## src/rtl/int_div_var_pkg.sv

```systemverilog
// Shared types and sizing helpers for the variable-latency iterative divider.
package int_div_var_pkg;

  // Controller states: accept a request, iterate restoring steps, present result.
  typedef enum logic [1:0] {
    IDLE = 2'd0,
    CALC = 2'd1,
    DONE = 2'd2
  } state_e;

  // Width of the iteration counter and leading-zero count: must hold 0..NBITS.
  function automatic int cnt_width(input int nbits);
    return $clog2(nbits) + 1;
  endfunction

  // Count width for the default 32-bit operand size.
  localparam int CNT_W = $clog2(32) + 1;

endpackage

```

## src/rtl/int_div_var_calc_lz.sv

```systemverilog
// Combinational leading-zero counter: returns NBITS for an all-zero input.
module int_div_var_calc_lz
  import int_div_var_pkg::*;
#(
  parameter int NBITS = 32,
  parameter int CW    = cnt_width(NBITS)
) (
  input  logic [NBITS-1:0] value_i,
  output logic [CW-1:0]    count_o
);

  logic found;

  // Scan from the MSB; the first set bit fixes the count.
  always_comb begin
    count_o = CW'(NBITS);
    found   = 1'b0;
    for (int i = NBITS - 1; i >= 0; i--) begin
      if (!found && value_i[i]) begin
        count_o = CW'(NBITS - 1 - i);
        found   = 1'b1;
      end
    end
  end

endmodule

```

## src/rtl/int_div_var.sv

```systemverilog
// Variable-latency unsigned restoring divider. Leading zeros of the dividend
// are skipped up front, so the iteration count equals its significant width.
//
// Handshake: a transfer happens on a rising clk edge where val and rdy are
// both high; a producer raises val without waiting for rdy, and holds msg
// stable while val is high and rdy is low. The response (ostream_msg) is held
// stable while ostream_val is high and ostream_rdy is low.
module int_div_var
  import int_div_var_pkg::*;
#(
  parameter int NBITS = 32
) (
  input  logic               clk,
  input  logic               reset_n,
  input  logic               istream_val,
  output logic               istream_rdy,
  input  logic [2*NBITS-1:0] istream_msg,
  output logic               ostream_val,
  input  logic               ostream_rdy,
  output logic [2*NBITS-1:0] ostream_msg
);

  localparam int CW = cnt_width(NBITS);

  state_e            state_q;
  logic [NBITS-1:0]  a_q, b_q, r_q, q_q;
  logic [CW-1:0]     cnt_q;
  // Set for divide-by-zero and zero dividend: the result is already final, the
  // single CALC cycle only paces the response to the common one-cycle minimum.
  logic              hold_q;

  logic [NBITS-1:0]  a_in, b_in;
  logic [CW-1:0]     lz;
  logic [NBITS:0]    t_d, diff_d;
  logic              ge_d;
  logic [NBITS-1:0]  r_d, q_d, a_shift_d;
  logic              req_xfer, rsp_xfer;

  assign a_in = istream_msg[2*NBITS-1:NBITS];
  assign b_in = istream_msg[NBITS-1:0];

  int_div_var_calc_lz #(
    .NBITS (NBITS),
    .CW    (CW)
  ) u_calc_lz (
    .value_i (a_in),
    .count_o (lz)
  );

  // Handshake outputs decode directly from the state register.
  assign istream_rdy = (state_q == IDLE);
  assign ostream_val = (state_q == DONE);
  assign ostream_msg = {r_q, q_q};
  assign req_xfer    = istream_val && istream_rdy;
  assign rsp_xfer    = ostream_val && ostream_rdy;

  // One restoring step: shift the next dividend bit into the partial remainder
  // and subtract the divisor when it fits.
  always_comb begin
    t_d       = {r_q, a_q[NBITS-1]};
    diff_d    = t_d - {1'b0, b_q};
    ge_d      = (t_d >= {1'b0, b_q});
    r_d       = ge_d ? diff_d[NBITS-1:0] : t_d[NBITS-1:0];
    q_d       = {q_q[NBITS-2:0], ge_d};
    a_shift_d = a_in << lz;
  end

  // Controller and datapath registers.
  always_ff @(posedge clk or negedge reset_n) begin
    if (!reset_n) begin
      state_q <= IDLE;
      a_q     <= '0;
      b_q     <= '0;
      r_q     <= '0;
      q_q     <= '0;
      cnt_q   <= '0;
      hold_q  <= 1'b0;
    end else begin
      case (state_q)
        IDLE: begin
          if (req_xfer) begin
            a_q     <= a_shift_d;
            b_q     <= b_in;
            state_q <= CALC;
            if (b_in == '0) begin
              // Divide by zero: quotient all ones, remainder is the dividend.
              r_q    <= a_in;
              q_q    <= '1;
              cnt_q  <= CW'(1);
              hold_q <= 1'b1;
            end else if (lz == CW'(NBITS)) begin
              r_q    <= '0;
              q_q    <= '0;
              cnt_q  <= CW'(1);
              hold_q <= 1'b1;
            end else begin
              r_q    <= '0;
              q_q    <= '0;
              cnt_q  <= CW'(NBITS) - lz;
              hold_q <= 1'b0;
            end
          end
        end
        CALC: begin
          if (!hold_q) begin
            r_q <= r_d;
            q_q <= q_d;
            a_q <= a_q << 1;
          end
          cnt_q <= cnt_q - CW'(1);
          if (cnt_q == CW'(1)) begin
            state_q <= DONE;
          end
        end
        DONE: begin
          if (rsp_xfer) begin
            state_q <= IDLE;
          end
        end
        default: state_q <= IDLE;
      endcase
    end
  end

endmodule

```

## config.mk

```make
export PLATFORM = sky130hd
export DESIGN_NAME = int_div_var
export DESIGN_NICKNAME = d
export VERILOG_FILES = /design/src/rtl/int_div_var_pkg.sv /design/src/rtl/int_div_var_calc_lz.sv /design/src/rtl/int_div_var.sv
export SDC_FILE = /design/constraint.sdc
export NUM_CORES = 1
export LEC_CHECK = 0
export ABC_AREA = 0
export CAP_MARGIN = 30
export CORE_MARGIN = 8
export CORE_UTILIZATION = 40
export DETAILED_ROUTE_END_ITERATION = 7
export HOLD_SLACK_MARGIN = 0.03
export SETUP_SLACK_MARGIN = 0.5
export SYNTH_ARGS = -nofsm -noshare
export SYNTH_HDL_FRONTEND = slang
export SYNTH_SLANG_ARGS = --single-unit
```

## constraint.sdc

```tcl
create_clock -name clk -period 3 [get_ports clk]
set_input_delay 0.3 -clock clk [delete_from_list [all_inputs] [get_ports clk]]
set_output_delay 0.3 -clock clk [all_outputs]
set_load 0.05 [all_outputs]
```

### Word level (Yosys, flattened, before mapping)

Index checks and enable logic that the tools add are counted.
W data, S select, Z words.

* equal/unequal tests: 8
* $lt $le $gt $ge: 1
* $add $sub $neg: 3
* reductions and logical operators: 71
* shifts and indexed selects: 1
* multiplexer cells: 85

Operator list (number)
* $mux W32: 9
* $mux W6: 35
* $pmux W32 S2: 3
* $ge A33 B32 Y1: 1
* $logic_and A1 B1 Y1: 33
* $mux W1: 33
* $logic_not A32 Y1: 1
* $shl A32 B6 Y32: 1
* $sub A32 B32 Y32: 1
* $logic_not A1 Y1: 31
* $pmux W6 S2: 1
* $eq A6 B1 Y1 const B: 1
* $eq A6 B6 Y1 const B: 1
* $mux W2: 3
* $pmux W2 S3: 1
* $reduce_and A3 Y1: 2
* $sub A6 B1 Y6 const B: 1
* $sub A6 B6 Y6 const A: 1
* $ne A2 B1 Y1 const B: 2
* $ne A2 B2 Y1 const B: 2
* $reduce_and A2 Y1: 2
* $eq A2 B1 Y1 const B: 1
* $eq A2 B2 Y1 const B: 1
* $logic_not A2 Y1: 1
* $reduce_bool A2 Y1: 1

* flip-flop bits (word level): 137
* output and inout bits: 66
* logic and storage cells: 176
* bits of input ports: 68

### Depth between registers and ports, before layout

Gate-level depths: netlist of run 1.

* word-level depth: 99
* mapped depth: 14
* mapped depth without buffers: 13

### By module

A second synthesis of run 1 with hierarchy kept.

* cells, all modules: 1256
* area total of the unflattened synthesis: 10034.6 um^2

Modules (own cells, without submodules)
* int_div_var: instances 1, cells each 1192, area each 9649.3 um^2, seq. area each 3428.3 um^2
* int_div_var_calc_lz: instances 1, cells each 64, area each 385.4 um^2, seq. area each 0.0 um^2

### Worst setup path after synthesis of run 1

No wires, ideal clock.

* path type: register to register
* start: register r_q[0]
* end: register r_q[31]
* period minus slack after synthesis: 3.306 ns
* required time: 2.860 ns
* arrival time: 3.166 ns
* cell stages (with the launch flop): 13
* library setup time: 0.140 ns
* buffers on the path: 1
* path slack: -0.306 ns
* cells stage by stage: dfrtp_1 > ha_1 > nor2b_1 > o31a_1 > o41a_1 > o21ai_1 > o211ai_1 > a31oi_1 > o21bai_1 > a31o_2 > clkbuf_1 > a21boi_0 > a211oi_1

* cells in the longest elaborated chain, start to end: 4
* elaborated cells on any way between the ends: 5
* those cells by class: add/sub (1); order compare (1); mux (3)

RTL lines
* start: declaration: RTL line int_div_var.sv:26 `logic [NBITS-1:0] a_q, b_q, r_q, q_q;`
* start signal: assignment: RTL line int_div_var.sv:87 `r_q <= a_in;`
* start signal: assignment: RTL line int_div_var.sv:106 `r_q <= r_d;`
* $sub A32 B32 Y32 / $ge A33 B32 Y1 (equally long branches): RTL line int_div_var.sv:61, int_div_var.sv:62
* $mux W32 *: RTL line int_div_var.sv:63 `r_d = ge_d ? diff_d[NBITS-1:0] : t_d[NBITS-1:0];`
* $mux W32 *: RTL line int_div_var.sv:105 `if (!hold_q) begin`
* $pmux W32 S2 *: RTL line int_div_var.sv:79 `case (state_q)`

Mark *: on every way between the ends. The rest lies on a longest branch, timed or not. The select of a mux whose other input is x is not followed.
A chain may end at the register's enable or synchronous reset.

### Worst setup path after layout of run 1

* start: register b_q[1]
* end: register r_q[29]

* cells in the longest elaborated chain, start to end: 4
* elaborated cells on any way between the ends: 5
* those cells by class: add/sub (1); order compare (1); mux (3)

RTL lines
* start: declaration: RTL line int_div_var.sv:26
* start signal: assignment: RTL line int_div_var.sv:83 `b_q <= b_in;`
* $sub A32 B32 Y32 / $ge A33 B32 Y1 (equally long branches): RTL line int_div_var.sv:61, int_div_var.sv:62
* $mux W32 *: RTL line int_div_var.sv:63
* $mux W32 *: RTL line int_div_var.sv:105
* $pmux W32 S2 *: RTL line int_div_var.sv:79

Marked as above.

==> results.json, run 1 <==
{
  "finalCritPeriodShare_pct": 104.7,
  "p_comb_share_pct": 71.8,
  "swShare_pct": 48.50,
  "cts_inserted_buffers": 17,
  "slew_violations": 0,
  "critPathKind": "reg2reg",
  "ir_drop_uv": 886.7,
  "final_nets": 1674,
  "cp.arrival_ns": 3.50,
  "die_y_um": 172.9,
  "multi_input_comb_area_mm2": 0.007345,
  "synth_edf_count": 0,
  "clkTransAtPathRegs_ns": 0.07,
  "cpMostUsedCell": "buf_6",
  "hold_slack_ns": 0.2304,
  "violations": "setup timing",
  "rows": 57,
  "area_growth_pct": 58.28,
  "synth_top_flop_cell": "dfrtp_1",
  "first_global_vias": 10782,
  "wire_per_inst_um": 20.33,
  "cts_tree": "done",
  "diodes": 0,
  "setup.worst_path.end_class": "flip-flop",
  "hold_class": "in2reg",
  "syn-num-nets": 1312,
  "final_layout_size_suffix_gt1_share_pct": 36.20,
  "powerDensity_mw_per_mm2": 1205,
  "via_per_inst": 5.812,
  "final.fill_count": 2096,
  "grt_max_degree": 66,
  "dr_wl_met2_um": 17820,
  "post-route-drc-count": 0,
  "period_needed_ns": 3.140,
  "synthArstFlopShare_pct": 100.0,
  "fin_area_mm2": 0.01559,
  "cp_max_fo": 2,
  "pwr-share-seq_pct": 16.9,
  "clock_latency_ns": 0.44,
  "cp_top_family": "compound AO/OA/AOI/OAI gates",
  "syn_inst": 1208,
  "hpwlAfterDp_um": 27500,
  "placed_area_mm2": 0.01326,
  "met3WireLength_um": 2788,
  "top_layer": "met4",
  "routed_wirelength_um": 38770,
  "cts_buffer_depth": 2,
  "place_congestion": 0.9556,
  "track_usage_pct": 24.34,
  "drt_pass1_iterations": 6,
  "ys_ff_latch": 137,
  "synth.distinct_cells": 78,
  "slowest_delay_ns": 0.43,
  "clock_sinks": 137,
  "hold_violations": 0,
  "cp-start-kind": "flip-flop",
  "synth_area_per_cell_um2": 8.154,
  "relSlewSlack_pct": 54.93,
  "cap_violations": 0,
  "crit_required_ns": 3.36,
  "grt_pass1_wl_um": 59330,
  "num_vias": 11083,
  "start_util_pct": 40.62,
  "drt-met1-wl_um": 17300,
  "intPower_mw": 9.672,
  "fin_skew_ns": 0.01088,
  "antenna_found_initial": 0,
  "coreArea_mm2": 0.02425,
  "p_switching_mw": 9.107,
  "port_buffers": 133,
  "fmax_mhz": 318.4,
  "yosys_warnings": 0,
  "ios": 134,
  "ant_nets": 0,
  "path_cells": "inv_2 > ha_4 > nor2b_4 > o31a_1 > o41a_1 > o21ai_4 > o211ai_1 > a31oi_1 > buf_4 > buf_6 > buf_6 > buf_6 > buf_6 > buf_6 > xnor2_2 > nand3_1 > a21oi_1",
  "cts-root-buf": "clkbuf_16",
  "gr-total-overflow": 0,
  "h-tree-depth": 4,
  "worst_pin_slew_ns": 0.6761,
  "total_power_mw": 18.78,
  "setup_violations": 31,
  "clock_power_share_pct": 11.3,
  "finalWorstSetupSlack_ns": -0.1404,
  "first_iter_violations": 1058,
  "rsz0062_at_grt": "yes",
  "slowest_stage": "o41a_1",
  "die_area_mm2": 0.02990,
  "yosysSeqAreaShare_pct": 34.81,
  "dp_slack_ns": -0.5109,
  "p_leak_nw": 6.530,
  "syn-cell-area_mm2": 0.009849,
  "final_util_pct": 64.29,
  "status": "complete, but fails checks",
  "worst-path-buf-inv": 7,
  "seq_area_mm2": 0.003438,
  "die_w_um": 172.9
}
-- what timing repair did --
action	in CTS	in global routing
gates cloned	4	2
hold endpoints to repair	62	0
hold buffers	1	0
pin swaps	23	58
setup buffers	17	24
resized for setup	183	241
setup endpoints to repair	71	65
-- tightest hold or removal path: stages --
cell and delay (ns):
buf_4 0.13, a221oi_2 0.07, a21oi_2 0.12
-- layout make-up --
cell class,count,area share (%)
flip-flops and latches,137,22.05
well taps,324,2.600
clock inverters,15,0.9791
multi-input cells,951,47.11
clock buffers,17,2.729
inverters,51,1.260
repair buffers,412,23.27
-- worst paths after layout --
kind,from,cells past startpoint,end,slack [ns]
min reg2reg,a_q[2],2,a_q[2],0.48
max,b_q[1],17,r_q[29],-0.14
max in group asynchronous,reset_n,3,q_q[0],1.78
min,istream_msg[45],3,r_q[13],0.23
min in group asynchronous,reset_n,2,b_q[5],0.43
max reg2reg,b_q[1],17,r_q[29],-0.14
-- layout by cell type, fill, tap and decap left out, drive strengths merged, types with 17 or more instances in the layout --
| cell | n |
|---|---|
| buf | 296 |
| mux2i | 60 |
| inv | 59 |
| a21oi | 134 |
| nand3 | 42 |
| and3 | 17 |
| dfrtp | 137 |
| clkdlybuf4s50 | 100 |
| nand2 | 144 |
| o21ai | 112 |
| nor4 | 20 |
| clkbuf | 27 |
| xnor2 | 20 |
| nor2 | 116 |
| a221oi | 39 |
| ha | 35 |
-- sequential cells by signal, summed over array words and instances, names as in the netlist --
| name | flops |
|---|---|
| a_q | 32 |
| b_q | 32 |
| cnt_q | 6 |
| hold_q | 1 |
| q_q | 32 |
| r_q | 32 |
| state_q | 2 |
-- layer usage --
| layer | GRT usage, % | vias up |
|---|---|---|
| met5 | 0 | - |
| met4 | 7.869 | 0 |
| met3 | 5.380 | 70 |
| met2 | 37.66 | 446 |
| met1 | 33.26 | 5398 |
| li1 | - | 5169 |
-- cell usage after synthesis, types with 20 or more instances --
master    number  share of area (%)
o21ai_0      109                5.5
nand2_1      142                5.4
nor2_1       116                4.4
xnor2_1       20                1.8
ha_1          35                4.4
nand3_1       42                2.1
clkbuf_1      52                2.0
a221oi_1      38                3.4
a21oi_1      134                6.8
inv_1         49                1.9
mux2i_1       60                6.1
dfrtp_1      137                 35
-- kinds of logic (layout without fill, tap and decap cells) --
| family | after synthesis | count (layout) | synth area share (%) |
|---|---|---|---|
| buffers and inverters | 121 | 495 | 5.018 |
| AO/OA/AOI/OAI | 415 | 416 | 26.70 |
| multiplexers | 70 | 70 | 7.393 |
| adder cells (fa/ha/maj) | 36 | 36 | 4.649 |
| XOR/XNOR | 29 | 29 | 2.579 |
| AND/OR/NAND/NOR | 400 | 400 | 18.85 |
| flip-flops | 137 | 137 | 34.81 |
-- power by group through the flow --
stage          Sequential [mW]  Clock (mW)  Combinational (mW)
6_report                  3.17        2.12                13.5
3_5_place_dp              3.18           0                10.7
4_1_cts                   3.15        2.16                11.5
2_1_floorplan             4.08           0                6.07
5_1_grt                   3.27        2.24                14.5
3_3_place_gp              3.17           0                10.5
-- metrics by stage --
| step | setup TNS [ns] | std cells |
|---|---|---|
| floorplan | 0 | 1208 |
| global placement | -12.42 | 1827 |
| detailed placement | -13.28 | 1827 |
| CTS | 0 | 1881 |
| global route | -4.134 | 1907 |
| finish | -1.754 | 1907 |
Note: power is estimated with default switching activity, not from simulation.
==> inputs of run 2 (changes only) <==
--- a/config.mk
+++ b/config.mk
@@ -11,6 +11,7 @@
 export CORE_UTILIZATION = 40
 export DETAILED_ROUTE_END_ITERATION = 7
 export HOLD_SLACK_MARGIN = 0.03
+export PLACE_DENSITY = 0.68
 export SETUP_SLACK_MARGIN = 0.5
 export SYNTH_ARGS = -nofsm -noshare
 export SYNTH_HDL_FRONTEND = slang
==> run 2 against run 1 <==
The flow now finishes without violations. Critical path depth shrank 5. Sequential share of layout area is essentially flat. Wire length grew 1.5%. Die area is the same. Combinational power shrank 9%. Register-to-register slack gained 0.17 ns. Sequential power is essentially flat. Non-clock buffer count grew 16. Final area grew 0.13%. Power shrank 5.9%. Critical path type unchanged. Critical endpoint is now r_q[0]. Largest power group unchanged.
==> results.json, run 2 (synthesis gave the netlist of run 1 again) <==
{
  "gr-total-overflow": 0,
  "r2r-start": "b_q[1]",
  "cp-start-kind": "flip-flop",
  "grt_pass1_wl_um": 59370,
  "status": "finished, final reports clean",
  "track_usage_pct": 24.27,
  "first_global_vias": 10768,
  "cap_violations": 0,
  "die_y_um": 172.9,
  "setup.worst_path.end_class": "flip-flop",
  "relSlewSlack_pct": 54.65,
  "area_growth_pct": 58.49,
  "slew_violations": 0,
  "ant_nets": 0,
  "placed_area_mm2": 0.01331,
  "cts_inserted_buffers": 17,
  "crit_required_ns": 3.31,
  "slowest_delay_ns": 0.39,
  "cp.arrival_ns": 3.28,
  "crit_start": "b_q[1]",
  "ir_drop_uv": 774.2,
  "final_layout_size_suffix_gt1_share_pct": 34.77,
  "grt_max_degree": 73,
  "cts-root-buf": "clkbuf_16",
  "post-route-drc-count": 0,
  "hold_start": "istream_msg[45]",
  "hpwlAfterDp_um": 27650,
  "powerDensity_mw_per_mm2": 1132,
  "setup_violations": 0,
  "worst_pin_slew_ns": 0.6802,
  "final.fill_count": 1958,
  "start_util_pct": 40.62,
  "routed_wirelength_um": 39360,
  "rsz0062_at_grt": "yes",
  "antenna_found_initial": 0,
  "cts_tree": "done",
  "final_nets": 1690,
  "setup_tns_ns": 0,
  "coreArea_mm2": 0.02425,
  "critPathKind": "reg2reg",
  "finalCritPeriodShare_pct": 98.90,
  "clock_sinks": 137,
  "path_cells": "inv_2 > ha_4 > nor2b_4 > o31a_1 > o41a_1 > o21ai_4 > o211ai_1 > a31oi_1 > o21bai_1 > a31o_4 > a221oi_2 > a22oi_1",
  "via_per_inst": 5.846,
  "clkTransAtPathRegs_ns": 0.07,
  "final_common_cell": "buf_4",
  "first_iter_violations": 1125,
  "fin_skew_ns": 0.01038,
  "fmax_mhz": 337.1,
  "final_cell_mix": "237 x buf_4, 139 x nand2_1, 130 x dfrtp_1",
  "hold_class": "in2reg",
  "die_w_um": 172.9,
  "h-tree-depth": 4,
  "port_buffers": 133,
  "place_congestion": 0.9491,
  "hold_slack_ns": 0.2696,
  "cts_buffer_depth": 2,
  "num_vias": 11241,
  "wire_per_inst_um": 20.47,
  "hold_violations": 0,
  "clock_latency_ns": 0.44,
  "rows": 57,
  "slowest_stage": "dfrtp_1",
  "die_area_mm2": 0.02990,
  "period_needed_ns": 2.967,
  "diodes": 0,
  "cp_max_fo": 7,
  "ios": 134,
  "fin_area_mm2": 0.01561,
  "p_leak_nw": 6.614,
  "drt_pass1_iterations": 5
}
==> run 2: final timing paths <==
check                      endpoint  slack, ns  cells past startpoint
setup reg to reg             r_q[0]       0.03                     12
setup / recovery             r_q[0]       0.03                     12
hold / removal              r_q[13]       0.27                      3
max in group asynchronous   q_q[23]       1.83                      3
hold reg to reg              a_q[5]       0.49                      2
min in group asynchronous    b_q[5]       0.36                      2
==> run 2: critical path: cells and delay by family, from the launching register on <==
kind / cells / cell delay, ns
flops: 1 / 0.39
buf+inv: 1 / 0.08
fa+ha+maj: 1 / 0.20
simple gates: 1 / 0.12
compound gates: 9 / 2.05
==> run 2: power by group <==
part / internal, mW / switching, mW / leakage, nW
combinational: 5.40 / 6.94 / 4.64
clock: 1.13 / 1.05 / 0.291
sequential: 2.64 / 0.514 / 1.68
total: 9.17 / 8.51 / 6.61
==> run 2: metrics by stage <==
stage               total power [mW]  setup WS (ns)  instances  utilization [%]
floorplan                      10.16        0.07874       1208                -
global placement               13.74        -0.4835       1833            54.89
detailed placement             13.91        -0.5304       1833            54.89
CTS                            16.73      -0.002769       1883            59.89
global route                   18.82       -0.09167       1923            64.38
finish                         17.68        0.03313       1923            64.38
==> run 2: area by class of cell <==
cell class | instances | area, µm² | area share (%)
Tap cell | 324 | 405.4 | 2.597
Clock inverter | 15 | 175.2 | 1.122
Sequential cell | 137 | 3437 | 22.02
Multi-Input combinational cell | 951 | 7174 | 45.96
Inverter | 51 | 203.9 | 1.307
Timing Repair Buffer | 428 | 3789 | 24.27
Clock buffer | 17 | 425.4 | 2.725
==> run 2: timing repair <==
action                     in CTS  in global routing
gates cloned                    2                  0
hold endpoints to repair       47                  0
setup endpoints to repair      71                 66
buffers inserted               15                 40
hold buffers                    1                  0
gates resized for setup       202                184
pin swaps                      39                 67
==> run 2: layer usage <==
layer,track usage [%],share of wire (%)
met5,0,0
met4,7.222,2.9
met3,4.596,7.5
met2,37.83,46
met1,33.66,43
==> inputs of run 3 (changes only) <==
--- a/config.mk
+++ b/config.mk
@@ -11,7 +11,6 @@
 export CORE_UTILIZATION = 40
 export DETAILED_ROUTE_END_ITERATION = 7
 export HOLD_SLACK_MARGIN = 0.03
-export PLACE_DENSITY = 0.68
 export SETUP_SLACK_MARGIN = 0.5
 export SYNTH_ARGS = -nofsm -noshare
 export SYNTH_HDL_FRONTEND = slang
==> constraint.sdc (replaced) <==
create_clock -name clk -period 3.2 [get_ports clk]
set_input_delay 0.32 -clock clk [delete_from_list [all_inputs] [get_ports clk]]
set_output_delay 0.32 -clock clk [all_outputs]
set_load 0.05 [all_outputs]
==> run 3 against run 2 <==
Core utilization shrank 2.1 points. Maximum frequency shrank 3.9%. Via count is 2.5% lower. Setup slack improved by 0.078 ns. Global-route usage fell by 0.12 points. Final cell count is 2.3% lower. Sequential cell count stayed put. Clock skew increased by 0.015 ns. Critical path type unchanged. Critical endpoint is now r_q[10]. Largest power group unchanged.
==> results.json, run 3 (synthesis gave the netlist of run 1 again) <==
{
  "status": "finished, final reports clean",
  "hpwlAfterDp_um": 27270,
  "final_nets": 1646,
  "dp_cells": 1809,
  "hold_violations": 0,
  "finalWorstSetupSlack_ns": 0.1116,
  "port_buffers": 133,
  "gr-total-overflow": 0,
  "cts-root-buf": "clkbuf_16",
  "start_util_pct": 40.62,
  "cp_max_fo": 8,
  "drt_pass1_iterations": 6,
  "cp.arrival_ns": 3.40,
  "hold_slack_ns": 0.2774,
  "rsz0062_at_grt": "yes",
  "track_usage_pct": 24.15,
  "via_per_inst": 5.834,
  "first_iter_violations": 1033,
  "area_growth_pct": 53.26,
  "final.fill_count": 2108,
  "h-tree-depth": 4,
  "cts_tree": "done",
  "num_vias": 10963,
  "diodes": 0,
  "final_layout_size_suffix_gt1_share_pct": 33.25,
  "powerDensity_mw_per_mm2": 1142,
  "relSlewSlack_pct": 46.50,
  "seq_area_mm2": 0.003440,
  "slew_violations": 0,
  "grt_max_degree": 78,
  "p_leak_nw": 6.322,
  "first_global_vias": 10470,
  "ios": 134,
  "worst_pin_slew_ns": 0.8025,
  "period_needed_ns": 3.088,
  "clock_sinks": 137,
  "fin_cells": 1879,
  "total_power_mw": 17.24,
  "cts_inserted_buffers": 17,
  "die_w_um": 172.9,
  "multi_input_comb_area_mm2": 0.007063,
  "cap_violations": 0,
  "crit_required_ns": 3.52,
  "cp-start-kind": "flip-flop",
  "final_common_cell": "buf_4",
  "hold_class": "in2reg",
  "die_area_mm2": 0.02990,
  "grt_pass1_wl_um": 58860,
  "setup_violations": 0,
  "ant_nets": 0,
  "routed_wirelength_um": 38670,
  "cts_buffer_depth": 2,
  "place_congestion": 0.9445,
  "clock_latency_ns": 0.44,
  "ir_drop_uv": 775.1,
  "met3WireLength_um": 2639,
  "coreArea_mm2": 0.02425,
  "top_layer": "met4",
  "antenna_found_initial": 0,
  "fin_skew_ns": 0.02531,
  "critPathKind": "reg2reg",
  "post-route-drc-count": 0,
  "dr_wl_met2_um": 17430,
  "finalCritPeriodShare_pct": 96.51,
  "final_cell_mix": "222 x buf_4, 140 x nand2_1, 128 x dfrtp_1",
  "dp_slack_ns": -0.3389,
  "drt-met1-wl_um": 17670,
  "clkTransAtPathRegs_ns": 0.07,
  "die_y_um": 172.9,
  "setup.worst_path.end_class": "flip-flop",
  "fmax_mhz": 323.8,
  "rows": 57,
  "wire_per_inst_um": 20.58
}
[run 3: cell types whose count changed in the layout (fill, tap and decap cells not counted), moves of 10 or more]
cell | before | now
a21oi_1 | 111 | 96
buf_6 | 42 | 10
a21oi_2 | 19 | 38
mux2i_4 | 30 | 13
buf_2 | 15 | 5
nand3_1 | 35 | 19
mux2i_1 | 18 | 31
buf_4 | 237 | 222
[run 3: stage by stage]
step	setup TNS (ns)	instance area, µm²	util [%]
finish	0	15100	62.25
global route	-0.02133	15100	62.25
floorplan	0	9965	-
CTS	0	14100	58.16
detailed placement	-7.360	13160	54.25
global placement	-7.330	13160	54.25
[run 3: critical path, cell delays in order (launching register included)]
cell and delay [ns]:
dfrtp_1 0.39, inv_2 0.09, ha_4 0.21, nor2b_4 0.12, o31a_1 0.26, o41a_1 0.42, o21ai_2 0.21, o211ai_1 0.18
a31oi_1 0.23, o21bai_1 0.12, a31o_4 0.31, buf_12 0.18, nand4_1 0.13, a21oi_1 0.09
[run 3: timing repair]
| action | 4_1_cts | 5_1_grt |
|---|---|---|
| pin swaps | 32 | 42 |
| gates resized for setup | 107 | 197 |
| endpoints found under the setup margin | 67 | 67 |
| gates cloned | 1 | 3 |
| hold endpoints to repair | 75 | 0 |
| setup buffers | 12 | 21 |
| hold buffers | 1 | 0 |
[run 3: path summary, 6_finish.rpt]
kind / start / end / slack, ns / cells past startpoint
max in group asynchronous: reset_n / q_q[20] / 1.92 / 3
min in group asynchronous: reset_n / b_q[25] / 0.48 / 2
worst min register to register: a_q[3] / a_q[3] / 0.49 / 2
worst max register to register: b_q[1] / r_q[10] / 0.11 / 13
worst max-delay path: b_q[1] / r_q[10] / 0.11 / 13
worst min-delay path: istream_msg[47] / r_q[15] / 0.28 / 3
[run 3: cell type report]
type / count / area share [%]
repair buffers: 384 / 22.45
clock inverters: 15 / 1.177
multi-input cells: 951 / 46.79
flip-flops and latches: 137 / 22.78
well taps: 324 / 2.685
clock buffers: 17 / 2.818
inverters: 51 / 1.301
[run 3: power breakdown]
group,internal [mW],total [mW],switching [mW]
Sequential,2.48,3.01,0.536
Combinational,5.26,12.1,6.88
Clock,1.12,2.08,0.961
[run 3: per-layer routing]
| metal | vias to the layer above | GRT usage (%) |
|---|---|---|
| li1 | 5118 | - |
| met1 | 5315 | 34.25 |
| met2 | 445 | 36.47 |
| met3 | 85 | 4.095 |
| met4 | 0 | 8.516 |
| met5 | - | 0 |
==> patch, RTL diff (settings of run 3) <==
The 3 states of `state_e` get a one-hot encoding in 3 bits.
--- a/src/rtl/int_div_var_pkg.sv
+++ b/src/rtl/int_div_var_pkg.sv
@@ -2,10 +2,10 @@
 package int_div_var_pkg;
 
   // Controller states: accept a request, iterate restoring steps, present result.
-  typedef enum logic [1:0] {
-    IDLE = 2'd0,
-    CALC = 2'd1,
-    DONE = 2'd2
+  typedef enum logic [2:0] {
+    IDLE = 3'b001,
+    CALC = 3'b010,
+    DONE = 3'b100
   } state_e;
 
   // Width of the iteration counter and leading-zero count: must hold 0..NBITS.
Function: same outputs for any inputs over 4 cycles, from zero or initial values and one cycle with reset_n low; so few cycles prove little.
==> patch against run 3 <==
  * Final cell count rose by 4.6%
  * Sequential cell count rose by 1
  * Worst setup slack improved by 0.039 ns
  * Maximum frequency rose by 1.3%
  * Critical endpoint is now r_q[22]
  * Cell area rose by 7.3%
  * Wire length rose by 5.3%
  * Largest cell class unchanged
  * Critical path type unchanged
  * Non-clock buffer count rose by 18
  * Synthesized area rose by 4.2%
  * Sequential power rose by 12%
  * Power rose by 7.4%
==> patch: results (changes against run 3) <==
status: completed (unchanged)
worst hold start: istream_msg[39] (was istream_msg[47])
Ys Warns: 0 (unchanged)
share of layout cells above drive strength 1: 0.353 (was 0.332)
Setup Fix Bufs, Post-CTS: 57 (was 12)
Buffers on Ports: 133 (unchanged)
clock power share: 0.116 (was 0.121)
Top Metal Used: met5 (was met4)
reg-to-reg startpoint: r_q[3] (was b_q[1])
Resized cells post-CTS: 263 (was 107)
pre-CTS setup slack: -0.452 ns (was -0.339 ns)
Net count, final: 1725 (was 1646)
Leak: 6.68 nW (was 6.32 nW)
CP Capture Type: flip-flop (unchanged)
FF-to-FF End: r_q[22] (was r_q[10])
Post-synth ARST share: 1.00 (unchanged)
clk_lat worst skew: 0.44 ns (about the same)
Peak VDD IR: 0.790 mV (was 0.775 mV)
initial antenna violation count: 4 (was 0)
slowest stage delay, CP: 0.44 ns (was 0.42 ns)
crit path max fanout: 7 (was 8)
syn nets: 1394 (was 1312)
Final Skew: 0.0136 ns (was 0.0253 ns)
syn_area_per_cell: 7.96 um2 (was 8.15 um2)
Routed WL: 40700 um (was 38700 um)
FF-to-FF setup slack: 0.15 ns (was 0.11 ns)
Hold Path Sink: r_q[7] (was r_q[15])
H-tree levels: 4 (unchanged)
post-synthesis cell type count: 82 (was 78)
GPL Wtd Cong: 0.949 (was 0.945)
aggregate global-route resource usage: 0.255 (was 0.241)
Fin Hold WS: 0.339 ns (was 0.277 ns)
Met1 Routed Length: 17600 um (was 17700 um)
dpl cell area: 13600 um2 (was 13200 um2)
slowest cell on the critical path: dfrtp_2 (was o41a_1)
placed insts: 1856 (was 1809)
DR vias: 11448 (was 10963)
first-pass iteration count of the detailed router: 5 (was 6)
met2 routed WL: 18800 um (was 17400 um)
power in combinational cells: 0.0130 W (was 0.0121 W)
CTS Hold Bufs: 1 (unchanged)
largest cells by area after synthesis: dfrtp_1 (33%), a21oi_1 (8.7%), nor2_1 (5.7%) (was dfrtp_1 (35%), a21oi_1 (6.8%), mux2i_1 (6.1%))
worst hold stages: 4 (was 3)
non-filler cells, final: 1966 (was 1879)
reg2reg path depth: 15 (was 13)
first-pass GRT wire length: 63600 um (was 58900 um)
initial DRC count: 1178 (was 1033)
cts bufs inserted: 17 (unchanged)
Synth top cells by count: a21oi_1 (179), nor2_1 (155), dfrtp_1 (137) (was nand2_1 (142), dfrtp_1 (137), a21oi_1 (134))
Int Pwr: 0.00949 W (was 0.00886 W)
sequential area share after synthesis: 0.337 (was 0.348)
Critical Path Source: r_q[3] (was b_q[1])
Clk pin slew, worst setup/hold paths: 0.07 ns (about the same)
post-DP HPWL: 28300 um (was 27300 um)
minimum clock period: 3.05 ns (was 3.09 ns)
pin count of the biggest net entering global routing: 82 (was 78)
Worst Max-Slew Pin Slew: 0.746 ns (was 0.803 ns)
switching pwr: 0.00902 W (was 0.00837 W)
DR WL met3: 3200 um (was 2640 um)
## patch: cell count changes after synthesis, sizes merged, moves of 12 or more
cell	before	now
a31oi	13	31
nor3	12	25
a221oi	39	14
nand2	144	132
nand3	42	25
nor2	116	155
o21ai	112	86
a21oi	134	180
a21o	8	21
clkbuf	52	64
## patch: routing by layer
| metal | up-vias | track usage |
|---|---|---|
| met3 | 86 | 0.0607 |
| li1 | 5341 | - |
| met4 | 4 | 0.0770 |
| met1 | 5553 | 0.338 |
| met5 | - | 0 |
| met2 | 464 | 0.405 |
## patch: cells by family after synthesis
group           count (synthesis)  synth area share
simple gates                  446             0.206
compound gates                439             0.265
buf+inv                       143            0.0624
flops                         138             0.337
mux                            61            0.0621
fa+ha+maj                      36            0.0446
xor+xnor                       27            0.0230
## patch: cell type report
class                   instances  area, um2
fillers                      2092       8990
multi-input cells            1009       7740
repair buffers                402       3730
flip-flops and latches        138       3480
clock buffers                  18        439
well taps                     330        413
inverters                      52        205
clock inverters                14        173
repair inverters                1       6.26
diodes                          2       5.00
